<file path="config.mk">
export PLATFORM = sky130hd
export DESIGN_NAME = fnd_scan_display_gen_flat
export DESIGN_NICKNAME = d
export VERILOG_FILES = /design/src/rtl/fnd_scan_display_gen_if.sv /design/src/rtl/fnd_scan_display_gen.sv /design/src/flat_wrapper.sv
export SDC_FILE = /design/constraint.sdc
export NUM_CORES = 1
export LEC_CHECK = 0
export ABC_AREA = 1
export BUFFER_PORTS_ARGS = -buffer_cell sky130_fd_sc_hd__buf_4
export CAP_MARGIN = 20
export CORE_MARGIN = 1
export CORE_UTILIZATION = 50
export CTS_CLUSTER_SIZE = 10
export DETAILED_ROUTE_END_ITERATION = 8
export PLACE_DENSITY = 0.68
export SLEW_MARGIN = 0
export SYNTH_ARGS = -nofsm -noshare
export SYNTH_HDL_FRONTEND = slang
export SYNTH_SLANG_ARGS = --single-unit
</file>
<file path="constraint.sdc">
create_clock -name clk -period 3.36 [get_ports clk]
set_clock_uncertainty 0.05 [all_clocks]
set_input_delay 0.168 -clock clk [delete_from_list [all_inputs] [get_ports clk]]
set_output_delay 0.168 -clock clk [all_outputs]
set_load 0.1 [all_outputs]
</file>
<file path="src/rtl/fnd_scan_display_gen_if.sv">
// Bus bundle for the FND scan/display controller: load port, decimal-point
// mask, ASCII TX stream and the board-level digit/segment pins.
interface fnd_scan_display_gen_if #(
  parameter int N_DIGITS = 4,
  parameter int DATA_W   = 14
);
  logic [DATA_W-1:0]   i_data;
  logic                i_valid;
  logic [N_DIGITS-1:0] i_dp_mask;
  logic                i_tx_start;
  logic                i_tx_ready;
  logic [7:0]          o_tx_data;
  logic                o_tx_valid;
  logic                o_busy;
  logic [N_DIGITS-1:0] fnd_com;
  logic [7:0]          fnd_data;

  modport master (
    output i_data, i_valid, i_dp_mask, i_tx_start, i_tx_ready,
    input  o_tx_data, o_tx_valid, o_busy, fnd_com, fnd_data
  );

  modport slave (
    input  i_data, i_valid, i_dp_mask, i_tx_start, i_tx_ready,
    output o_tx_data, o_tx_valid, o_busy, fnd_com, fnd_data
  );
endinterface

</file>
<file path="src/rtl/fnd_scan_display_gen.sv">
// N-digit multiplexed 7-segment controller: sequential double-dabble
// binary-to-BCD, leading-zero blanking, per-digit decimal points and an
// ASCII byte stream (valid/ready) of the displayed value.
module fnd_scan_display_gen #(
  parameter int CLK_HZ   = 100_000_000,
  parameter int SCAN_HZ  = 1000,
  parameter int N_DIGITS = 4,
  parameter int DATA_W   = 14,
  parameter int BLANK_LZ = 1
) (
  input logic clk,
  input logic rst,
  fnd_scan_display_gen_if.slave bus
);

  localparam int TICK_DIV = (CLK_HZ / SCAN_HZ > 0) ? CLK_HZ / SCAN_HZ : 1;
  localparam int TICK_W   = (TICK_DIV > 1) ? $clog2(TICK_DIV) : 1;
  localparam int IDX_W    = $clog2(N_DIGITS);
  // Enough BCD digits to hold 2^DATA_W-1, so overflow is seen as a nonzero
  // digit above the displayed ones.
  localparam int BCD_NEED = (DATA_W * 31) / 100 + 1;
  localparam int BCD_D    = (BCD_NEED > N_DIGITS) ? BCD_NEED : N_DIGITS;
  localparam int SH_W     = $clog2(DATA_W + 1);
  localparam int TXI_W    = $clog2(N_DIGITS + 2);

  localparam logic [1:0] CV_IDLE  = 2'd0;
  localparam logic [1:0] CV_SHIFT = 2'd1;
  localparam logic [1:0] CV_DONE  = 2'd2;

  localparam logic [0:0] TX_IDLE = 1'b0;
  localparam logic [0:0] TX_SEND = 1'b1;

  // Scan timing
  logic [TICK_W-1:0]     tick_cnt_q, tick_cnt_d;
  logic                  tick;
  logic [IDX_W-1:0]      idx_q, idx_d;

  // Converter
  logic [1:0]            cv_state_q, cv_state_d;
  logic [DATA_W-1:0]     bin_q, bin_d;
  logic [BCD_D*4-1:0]    work_q, work_d;
  logic [BCD_D*4-1:0]    adj;
  logic                  ovf_calc;
  logic [SH_W-1:0]       sh_cnt_q, sh_cnt_d;
  logic [N_DIGITS*4-1:0] disp_bcd_q, disp_bcd_d;
  logic                  ovf_q, ovf_d;

  // Scan output
  logic [IDX_W-1:0]      lit_top;
  logic [3:0]            cur_digit;
  logic [7:0]            scan_seg;
  logic [N_DIGITS-1:0]   fnd_com_q, fnd_com_d;
  logic [7:0]            fnd_data_q, fnd_data_d;

  // TX stream
  logic [0:0]            tx_state_q, tx_state_d;
  logic [TXI_W-1:0]      tx_idx_q, tx_idx_d;
  logic [N_DIGITS*4-1:0] tx_bcd_q, tx_bcd_d;
  logic                  tx_ovf_q, tx_ovf_d;
  logic [TXI_W-1:0]      tx_pos;
  logic [3:0]            tx_digit;
  logic [7:0]            tx_char;

  function automatic logic [7:0] seg7(input logic [3:0] d);
    case (d)
      4'd0:    seg7 = 8'hC0;
      4'd1:    seg7 = 8'hF9;
      4'd2:    seg7 = 8'hA4;
      4'd3:    seg7 = 8'hB0;
      4'd4:    seg7 = 8'h99;
      4'd5:    seg7 = 8'h92;
      4'd6:    seg7 = 8'h82;
      4'd7:    seg7 = 8'hF8;
      4'd8:    seg7 = 8'h80;
      4'd9:    seg7 = 8'h90;
      default: seg7 = 8'hFF;
    endcase
  endfunction

  // Refresh tick generator and digit index rotation
  always_comb begin
    tick       = (tick_cnt_q == TICK_W'(TICK_DIV - 1));
    tick_cnt_d = tick ? '0 : tick_cnt_q + TICK_W'(1);
    idx_d      = idx_q;
    if (tick) begin
      idx_d = (idx_q == IDX_W'(N_DIGITS - 1)) ? '0 : idx_q + IDX_W'(1);
    end
  end

  // Double-dabble converter: latch, DATA_W add-3/shift steps, commit
  always_comb begin
    adj = work_q;
    for (int unsigned i = 0; i < BCD_D; i++) begin
      if (work_q[i*4 +: 4] >= 4'd5) begin
        adj[i*4 +: 4] = work_q[i*4 +: 4] + 4'd3;
      end
    end
    ovf_calc = 1'b0;
    for (int unsigned i = N_DIGITS; i < BCD_D; i++) begin
      ovf_calc = ovf_calc | (work_q[i*4 +: 4] != 4'd0);
    end

    cv_state_d = cv_state_q;
    bin_d      = bin_q;
    work_d     = work_q;
    sh_cnt_d   = sh_cnt_q;
    disp_bcd_d = disp_bcd_q;
    ovf_d      = ovf_q;

    case (cv_state_q)
      CV_IDLE: begin
        if (bus.i_valid) begin
          bin_d      = bus.i_data;
          work_d     = '0;
          sh_cnt_d   = '0;
          cv_state_d = CV_SHIFT;
        end
      end
      CV_SHIFT: begin
        work_d   = {adj[BCD_D*4-2:0], bin_q[DATA_W-1]};
        bin_d    = {bin_q[DATA_W-2:0], 1'b0};
        sh_cnt_d = sh_cnt_q + SH_W'(1);
        if (sh_cnt_q == SH_W'(DATA_W - 1)) begin
          cv_state_d = CV_DONE;
        end
      end
      CV_DONE: begin
        disp_bcd_d = work_q[N_DIGITS*4-1:0];
        ovf_d      = ovf_calc;
        cv_state_d = CV_IDLE;
      end
      default: cv_state_d = CV_IDLE;
    endcase
  end

  // Segment pattern for the current digit, registered on each tick
  always_comb begin
    lit_top = '0;
    for (int unsigned k = 0; k < N_DIGITS; k++) begin
      if (disp_bcd_q[k*4 +: 4] != 4'd0 || bus.i_dp_mask[k]) begin
        lit_top = IDX_W'(k);
      end
    end
    cur_digit = disp_bcd_q[idx_q*4 +: 4];
    scan_seg  = seg7(cur_digit);
    if (bus.i_dp_mask[idx_q]) begin
      scan_seg[7] = 1'b0;
    end
    // Digit 0 can never exceed lit_top, so it is never blanked.
    if (BLANK_LZ != 0 && idx_q > lit_top) begin
      scan_seg = 8'hFF;
    end
    if (ovf_q) begin
      scan_seg = 8'hBF;
    end

    fnd_com_d  = fnd_com_q;
    fnd_data_d = fnd_data_q;
    if (tick) begin
      fnd_com_d  = ~(N_DIGITS'(1) << idx_q);
      fnd_data_d = scan_seg;
    end
  end

  // ASCII stream: snapshot on start, MSD first, then CR LF
  always_comb begin
    tx_pos   = TXI_W'(N_DIGITS - 1) - tx_idx_q;
    tx_digit = '0;
    if (tx_idx_q < TXI_W'(N_DIGITS)) begin
      tx_digit = tx_bcd_q[tx_pos*4 +: 4];
    end
    if (tx_idx_q < TXI_W'(N_DIGITS)) begin
      tx_char = tx_ovf_q ? 8'h2D : (8'h30 + {4'h0, tx_digit});
    end else if (tx_idx_q == TXI_W'(N_DIGITS)) begin
      tx_char = 8'h0D;
    end else begin
      tx_char = 8'h0A;
    end

    tx_state_d = tx_state_q;
    tx_idx_d   = tx_idx_q;
    tx_bcd_d   = tx_bcd_q;
    tx_ovf_d   = tx_ovf_q;

    case (tx_state_q)
      TX_IDLE: begin
        if (bus.i_tx_start) begin
          tx_bcd_d   = disp_bcd_q;
          tx_ovf_d   = ovf_q;
          tx_idx_d   = '0;
          tx_state_d = TX_SEND;
        end
      end
      TX_SEND: begin
        if (bus.i_tx_ready) begin
          if (tx_idx_q == TXI_W'(N_DIGITS + 1)) begin
            tx_idx_d   = '0;
            tx_state_d = TX_IDLE;
          end else begin
            tx_idx_d = tx_idx_q + TXI_W'(1);
          end
        end
      end
      default: tx_state_d = TX_IDLE;
    endcase
  end

  // All state registers, asynchronously reset
  always_ff @(posedge clk or posedge rst) begin
    if (rst) begin
      tick_cnt_q <= '0;
      idx_q      <= '0;
      cv_state_q <= CV_IDLE;
      bin_q      <= '0;
      work_q     <= '0;
      sh_cnt_q   <= '0;
      disp_bcd_q <= '0;
      ovf_q      <= 1'b0;
      fnd_com_q  <= '1;
      fnd_data_q <= 8'hFF;
      tx_state_q <= TX_IDLE;
      tx_idx_q   <= '0;
      tx_bcd_q   <= '0;
      tx_ovf_q   <= 1'b0;
    end else begin
      tick_cnt_q <= tick_cnt_d;
      idx_q      <= idx_d;
      cv_state_q <= cv_state_d;
      bin_q      <= bin_d;
      work_q     <= work_d;
      sh_cnt_q   <= sh_cnt_d;
      disp_bcd_q <= disp_bcd_d;
      ovf_q      <= ovf_d;
      fnd_com_q  <= fnd_com_d;
      fnd_data_q <= fnd_data_d;
      tx_state_q <= tx_state_d;
      tx_idx_q   <= tx_idx_d;
      tx_bcd_q   <= tx_bcd_d;
      tx_ovf_q   <= tx_ovf_d;
    end
  end

  assign bus.o_busy     = (cv_state_q != CV_IDLE);
  assign bus.o_tx_valid = (tx_state_q == TX_SEND);
  assign bus.o_tx_data  = (tx_state_q == TX_SEND) ? tx_char : 8'h00;
  assign bus.fnd_com    = fnd_com_q;
  assign bus.fnd_data   = fnd_data_q;

endmodule

</file>
<file path="src/flat_wrapper.sv">
// flat-port wrapper written by rule: the top's interface ports become plain ports
module fnd_scan_display_gen_flat 
#(
  parameter int CLK_HZ   = 100_000_000,
  parameter int SCAN_HZ  = 1000,
  parameter int N_DIGITS = 4,
  parameter int DATA_W   = 14,
  parameter int BLANK_LZ = 1
)
  (clk, rst, bus_i_data, bus_i_valid, bus_i_dp_mask, bus_i_tx_start, bus_i_tx_ready, bus_o_tx_data, bus_o_tx_valid, bus_o_busy, bus_fnd_com, bus_fnd_data);
  fnd_scan_display_gen_if #(.N_DIGITS(N_DIGITS), .DATA_W(DATA_W)) bus_i ();
  input logic clk;
  input logic rst;
  input wire logic [$bits(bus_i.i_data)-1:0] bus_i_data;
  input wire logic [$bits(bus_i.i_valid)-1:0] bus_i_valid;
  input wire logic [$bits(bus_i.i_dp_mask)-1:0] bus_i_dp_mask;
  input wire logic [$bits(bus_i.i_tx_start)-1:0] bus_i_tx_start;
  input wire logic [$bits(bus_i.i_tx_ready)-1:0] bus_i_tx_ready;
  output wire logic [$bits(bus_i.o_tx_data)-1:0] bus_o_tx_data;
  output wire logic [$bits(bus_i.o_tx_valid)-1:0] bus_o_tx_valid;
  output wire logic [$bits(bus_i.o_busy)-1:0] bus_o_busy;
  output wire logic [$bits(bus_i.fnd_com)-1:0] bus_fnd_com;
  output wire logic [$bits(bus_i.fnd_data)-1:0] bus_fnd_data;
  assign bus_i.i_data = bus_i_data;
  assign bus_i.i_valid = bus_i_valid;
  assign bus_i.i_dp_mask = bus_i_dp_mask;
  assign bus_i.i_tx_start = bus_i_tx_start;
  assign bus_i.i_tx_ready = bus_i_tx_ready;
  assign bus_o_tx_data = bus_i.o_tx_data;
  assign bus_o_tx_valid = bus_i.o_tx_valid;
  assign bus_o_busy = bus_i.o_busy;
  assign bus_fnd_com = bus_i.fnd_com;
  assign bus_fnd_data = bus_i.fnd_data;
  fnd_scan_display_gen #(.CLK_HZ(CLK_HZ), .SCAN_HZ(SCAN_HZ), .N_DIGITS(N_DIGITS), .DATA_W(DATA_W), .BLANK_LZ(BLANK_LZ)) u_core (.clk(clk), .rst(rst), .bus(bus_i));
endmodule
</file>
# [Word level (Yosys, flattened, before mapping)]
# Memories as Yosys holds them, arrays and structs flattened.
# Index checks and enable logic that the tools add are counted.
[word_totals] register_bits=109 mem_bits_ro=112 input_bits=23 output_inout_bits=22 word_cells=101 n_memories=1
[op_classes] add_sub_neg=11 order_cmp=8 eq_ne=11 n_shift=3 mux=37 n_bitwise=2 n_reduce_logical=14
[memory_table] memory="(no name shown)" depth=16 width=7 rd=1 rd_ports_with_merged_regs=0 write_ports=0 line="fnd_scan_display_gen.sv:65" source="case (d)"
[ops] cell="$mux W8" n=5
[ops] cell="$pmux W20 S2" n=1
[ops] cell="$pmux W14 S2" n=1
[ops] cell="$mux W4" n=6
[ops] cell="$ge A4 B3 Y1 const B" n=5
[ops] cell="$mux W20" n=1
[ops] cell="$add A17 B1 Y17 const B" n=1
[ops] cell="$eq A17 B17 Y1 const B" n=1
[ops] cell="$mux W17" n=1
[ops] cell="$add A4 B2 Y4 const B" n=4
[ops] cell="$reduce_bool A4 Y1" n=4
[ops] cell="$shiftx A16 B5 Y4" n=1
[ops] cell="$shiftx A16 B6 Y4" n=1
[ops] cell="$mux W3" n=5
[ops] cell="$mux W14" n=1
[ops] cell="$mux W2" n=5
[ops] cell="$pmux W4 S2" n=1
[ops] cell="$reduce_and A2 Y1" n=4
[ops] cell="$add A6 B4 Y7 const A" n=1
[ops] cell="$eq A3 B3 Y1 const B" n=2
[ops] cell="$mux W1" n=6
[ops] cell="$ne A2 B2 Y1 const B" n=3
[ops] cell="$pmux W3 S2" n=1
[ops] cell="$add A4 B1 Y4 const B" n=1
[ops] cell="other kinds (20)" n=24

# [Longest topological paths before layout]
[depth] depth_word=8 mapped_depth=13 depth_no_buf=13

# [Worst setup path before layout]
# No wires, ideal clock.
[synth_path] kind="flip-flop to output port" from="reg u_core.tx_state_q, in the netlist u_core.bus.o_tx_valid" to="out bus_o_tx_data[1]" t_arrival_ns=3.281 t_required_ns=3.142 setup_slack_ns=-0.139 path_stages_with_launch=3 n_path_buf=0 cell_sequence="dfrtp_1 > inv_1 > nor3_1"
[synth_between] elab_chain_len=1
[synth_rtl] item="start, declared" line="fnd_scan_display_gen.sv:56" source="logic [0:0] tx_state_q, tx_state_d;"
[synth_rtl] item="start signal, assigned" line="fnd_scan_display_gen.sv:236" source="tx_state_q <= tx_state_d;"
[synth_rtl] item="$mux W8" line="fnd_scan_display_gen.sv:245" source="assign bus.o_tx_data = (tx_state_q == TX_SEND) ? tx_char : 8'h00;"
[synth_rtl] item="end, declared" line="flat_wrapper.sv:19" source="output wire logic [$bits(bus_i.o_tx_data)-1:0] bus_o_tx_data;"
# Every way passes these cells.

# [Final worst setup path]
[layout_path] from="reg u_core.tx_idx_q[0]" to="out bus_o_tx_data[0]"
[layout_between] elab_chain_len=7 word_cells_on_any_way=10 cone_classes="add/sub (2); order compare (1); eq/ne (1); shift (1); mux (5)"
[layout_rtl] item="start, declared" line="fnd_scan_display_gen.sv:57" source="logic [TXI_W-1:0] tx_idx_q, tx_idx_d;"
[layout_rtl] item="start signal, assigned" line="fnd_scan_display_gen.sv:237" source="tx_idx_q <= tx_idx_d;"
[layout_rtl] item="$sub A2 B3 Y3" line="fnd_scan_display_gen.sv:167" source="tx_pos = TXI_W'(N_DIGITS - 1) - tx_idx_q;"
[layout_rtl] item="$shiftx A16 B6 Y4" line="fnd_scan_display_gen.sv:170" source="tx_digit = tx_bcd_q[tx_pos*4 +: 4];"
[layout_rtl] item="$mux W4" line="fnd_scan_display_gen.sv:169" source="if (tx_idx_q < TXI_W'(N_DIGITS)) begin"
[layout_rtl] item="$add A6 B4 Y7" line="fnd_scan_display_gen.sv:173" source="tx_char = tx_ovf_q ? 8'h2D : (8'h30 + {4'h0, tx_digit});"
[layout_rtl] item="$mux W8" line="fnd_scan_display_gen.sv:173"
[layout_rtl] item="$mux W8 *" line="fnd_scan_display_gen.sv:172" source="if (tx_idx_q < TXI_W'(N_DIGITS)) begin"
[layout_rtl] item="$mux W8 *" line="fnd_scan_display_gen.sv:245"
# Every way passes the cells marked *; elsewhere a longest branch is shown, timed or not.

==> reports/results.txt <==
Critical Path Start - u_core.tx_idx_q[0]
Synthesis-to-layout area growth - 15.1%
# DRC - 0
Vias in the first global route - 4528
I/O Pins - 45
Core Region - 0.0110 mm2
Commonest non-fill, non-tap cells in the layout - nand2_1 (159), dfrtp_1 (97), inv_1 (96), o21ai_0 (82), nor2_1 (57)
Congestion Overflow GR - 0
Max cap viols - 0
CP startpoint kind - register
Worst path bufs/invs - 3
Critical register-to-register path endpoint - u_core.bus.fnd_data[5]
Synth cell types - 44
Final min period - 2.22 ns
CP top delay family - buffers and inverters
Maximum vdd drop - 1.12 mV
Clock Tree Buf Depth - 2
Chip height - 109 um
Final setup viols - 0
Fmax - 0.451 GHz
Total power - 5.72 mW
Post-CTS Resized - 0
CP max stage cell - dfrtp_1
Iteration-0 DRC Markers - 225
Detail Route Antenna Nets - 0
Relative slew slack - 51.4%
Top cell type's share of synthesized area - 42.3%
H-tree Lvls - 3
Fraction of layout cells with a size suffix above 1 - 13.6%
Detailed placer's ending HPWL - 8840 um
Cell depth of the worst setup path - 7
DRT Pass-1 Iters - 5
Synthesized flop and latch total - 109
First-pass GRT wire length - 20900 um
Critical path class - reg2out
WL/cell - 13.9 um
Register area share after synthesis - 47.8%
CTS tree - done
Final Hold Fails - 0
Outcome - finished, final reports clean
# nets final - 799
RSZ-0062 raised after global routing - false
Pwr Density - 866 mW/mm2
RePlAce Congestion - 0.881
Drt total wl - 12500 um
Slew Limit Fails - 0
Slew @ Worst Pin - 0.728 ns
Arr. time, crit path - 2.00 ns
Root Buffer - clkbuf_16
Worst-path cell chain - inv_1 -> nand2_1 -> nor2_1 -> o21a_1 -> nand2_1 -> inv_1 -> buf_4
CP peak stage delay - 0.50 ns
N_diodes - 0
Clock-pin transition on the worst setup and hold timing paths - 0.07 ns
Setup bufs post-CTS - 0
Post-Syn Area - 0.00573 mm2
Main flop type after synthesis - dfrtp_1
Number of synthesized flops with an enable pin - 0
Initial antenna violation count - 0
Clk sinks - 109
Async set-reset flop share out of synthesis - 100%
Setup crit end kind - output port
Yosys top cell by area - dfrtp_1
Die width - 109 um
Num CTS Buffers - 9
Synth top area cells - dfrtp_1 (42%), nand2_1 (10%), o21ai_0 (7.2%), inv_1 (6.3%), dfstp_2 (5.5%)
Clock Latency Late Sink - 0.35 ns
Reg-to-reg slack, setup - 1.28 ns
IO buf count - 42
Vias post-DR - 4658
Reg-to-reg critical path startpoint - u_core.idx_q[0]
All-Layer GR Usage - 22.6%
Leakage power - 3.30 nW
TNS Setup - 0 ns
Average cell area after synthesis - 8.18 um2
WP data required - 3.14 ns
Worst Reg-to-Reg Cells - 11
Die Area - 0.0119 mm2
Post-layout util - 60.1%
Worst Hold Class - in2reg
Largest net degree at the start of global routing - 60
Final period util - 65.9%
Syn. warnings - 0
DR vias/cell - 5.20
Core Rows - 38
Synth Instances - 701
Maximum fanout along the worst path - 12
Most common cell after layout, fill and taps aside - nand2_1
CP Capture Point - bus_o_tx_data[0]
Starting Density - 52.2%
area by class of cell:
type,count,area [um2]
Clock inverter,4,72.6
Inverter,103,394
Multi-Input combinational cell,467,2490
Sequential cell,109,2740
Timing Repair Buffer,61,493
Fill cell,1000,4380
Clock buffer,12,236
Tap cell,140,175
Yosys cell counts (2+ instances only):
cell type	number
nand2_1	159
dfrtp_1	97
inv_1	97
o21ai_0	82
nor2_1	57
nand3_1	34
ha_1	25
a21oi_1	24
dfstp_2	12
clkbuf_1	11
o211ai_1	11
nor3_1	9
xor2_1	7
buf_2	6
nand4_1	6
o22ai_1	6
nand3_2	5
nand2_4	4
o32ai_1	4
or2_1	4
or2_2	4
a31oi_1	3
buf_4	3
buf_6	3
inv_2	3
nand2_2	3
inv_4	2
nand3b_1	2
nor2_4	2
o221ai_1	2
worst min path at each step:
stage | end | slack, ns | start | depth (start not counted)
floorplan | u_core.bin_q[4] | 0.25 | bus_i_data[4] | 2
global placement | u_core.disp_bcd_q[9] | 0.30 | rst | 2
detailed placement | u_core.tick_cnt_q[5] | 0.30 | rst | 2
CTS | u_core.bin_q[11] | 0.01 | bus_i_data[11] | 3
global route | u_core.bin_q[11] | 0.03 | bus_i_data[11] | 3
finish | u_core.bin_q[11] | 0.03 | bus_i_data[11] | 3
per-layer routing:
metal / up-vias / wire, um / track usage [%] / part of all wire, %
met5: - / 0 / 0 / 0
met4: 0 / 216 / 7.72 / 1.7
met3: 16 / 471 / 5.44 / 3.8
met2: 91 / 5850 / 37.1 / 47
met1: 2201 / 5960 / 29.2 / 48
li1: 2350 / - / - / -
where the power goes:
group / total (mW) / switching, mW / internal (mW)
clock: 1.12 / 0.467 / 0.653
combinational: 2.53 / 1.74 / 0.792
sequential: 2.07 / 0.341 / 1.73
metrics by stage:
step	hold slack, ns	instance area, um2	instances	setup slack [ns]
after floorplan	0.251	5750	702	0.288
after global placement	0.300	6150	866	1.42
after detailed placement	0.296	6150	866	1.31
after CTS	0.0146	6600	896	1.15
after global routing	0.0255	6600	896	0.957
final	0.0347	6600	896	1.14
sequential cells by signal, indices dropped and copies added (netlist names):
| signal | cells |
|---|---|
| u_core.work_q | 20 |
| u_core.tick_cnt_q | 17 |
| u_core.disp_bcd_q | 16 |
| u_core.tx_bcd_q | 16 |
| u_core.bin_q | 14 |
| u_core.bus.fnd_data | 8 |
| u_core.bus.fnd_com | 4 |
| u_core.sh_cnt_q | 4 |
| u_core.tx_idx_q | 3 |
| u_core.cv_state_q | 2 |
| u_core.idx_q | 2 |
| u_core.bus.o_tx_valid | 1 |
| u_core.ovf_q | 1 |
| u_core.tx_ovf_q | 1 |
cells by family (layout without fill, tap and decap cells):
group,Yosys count,count (layout),share of synthesized area [%]
flip-flops,109,109,47.8
AND/OR/NAND/NOR,293,293,22.8
buffers and inverters,126,180,9.06
AO/OA/AOI/OAI,140,140,13.7
XOR/XNOR,7,7,1.07
adder cells (fa/ha/maj),25,25,5.45
other,1,2,0.0654
repair_timing:
action,in CTS,in global routing
setup endpoints to repair,0,0
endpoints found under the hold margin,62,0
hold buffers,14,0
tightest hold or removal path, stage by stage:
cell and delay [ns]:
buf_4 0.08, nand2_1 0.05, o211ai_1 0.09
(Power assumes the default switching activity.)
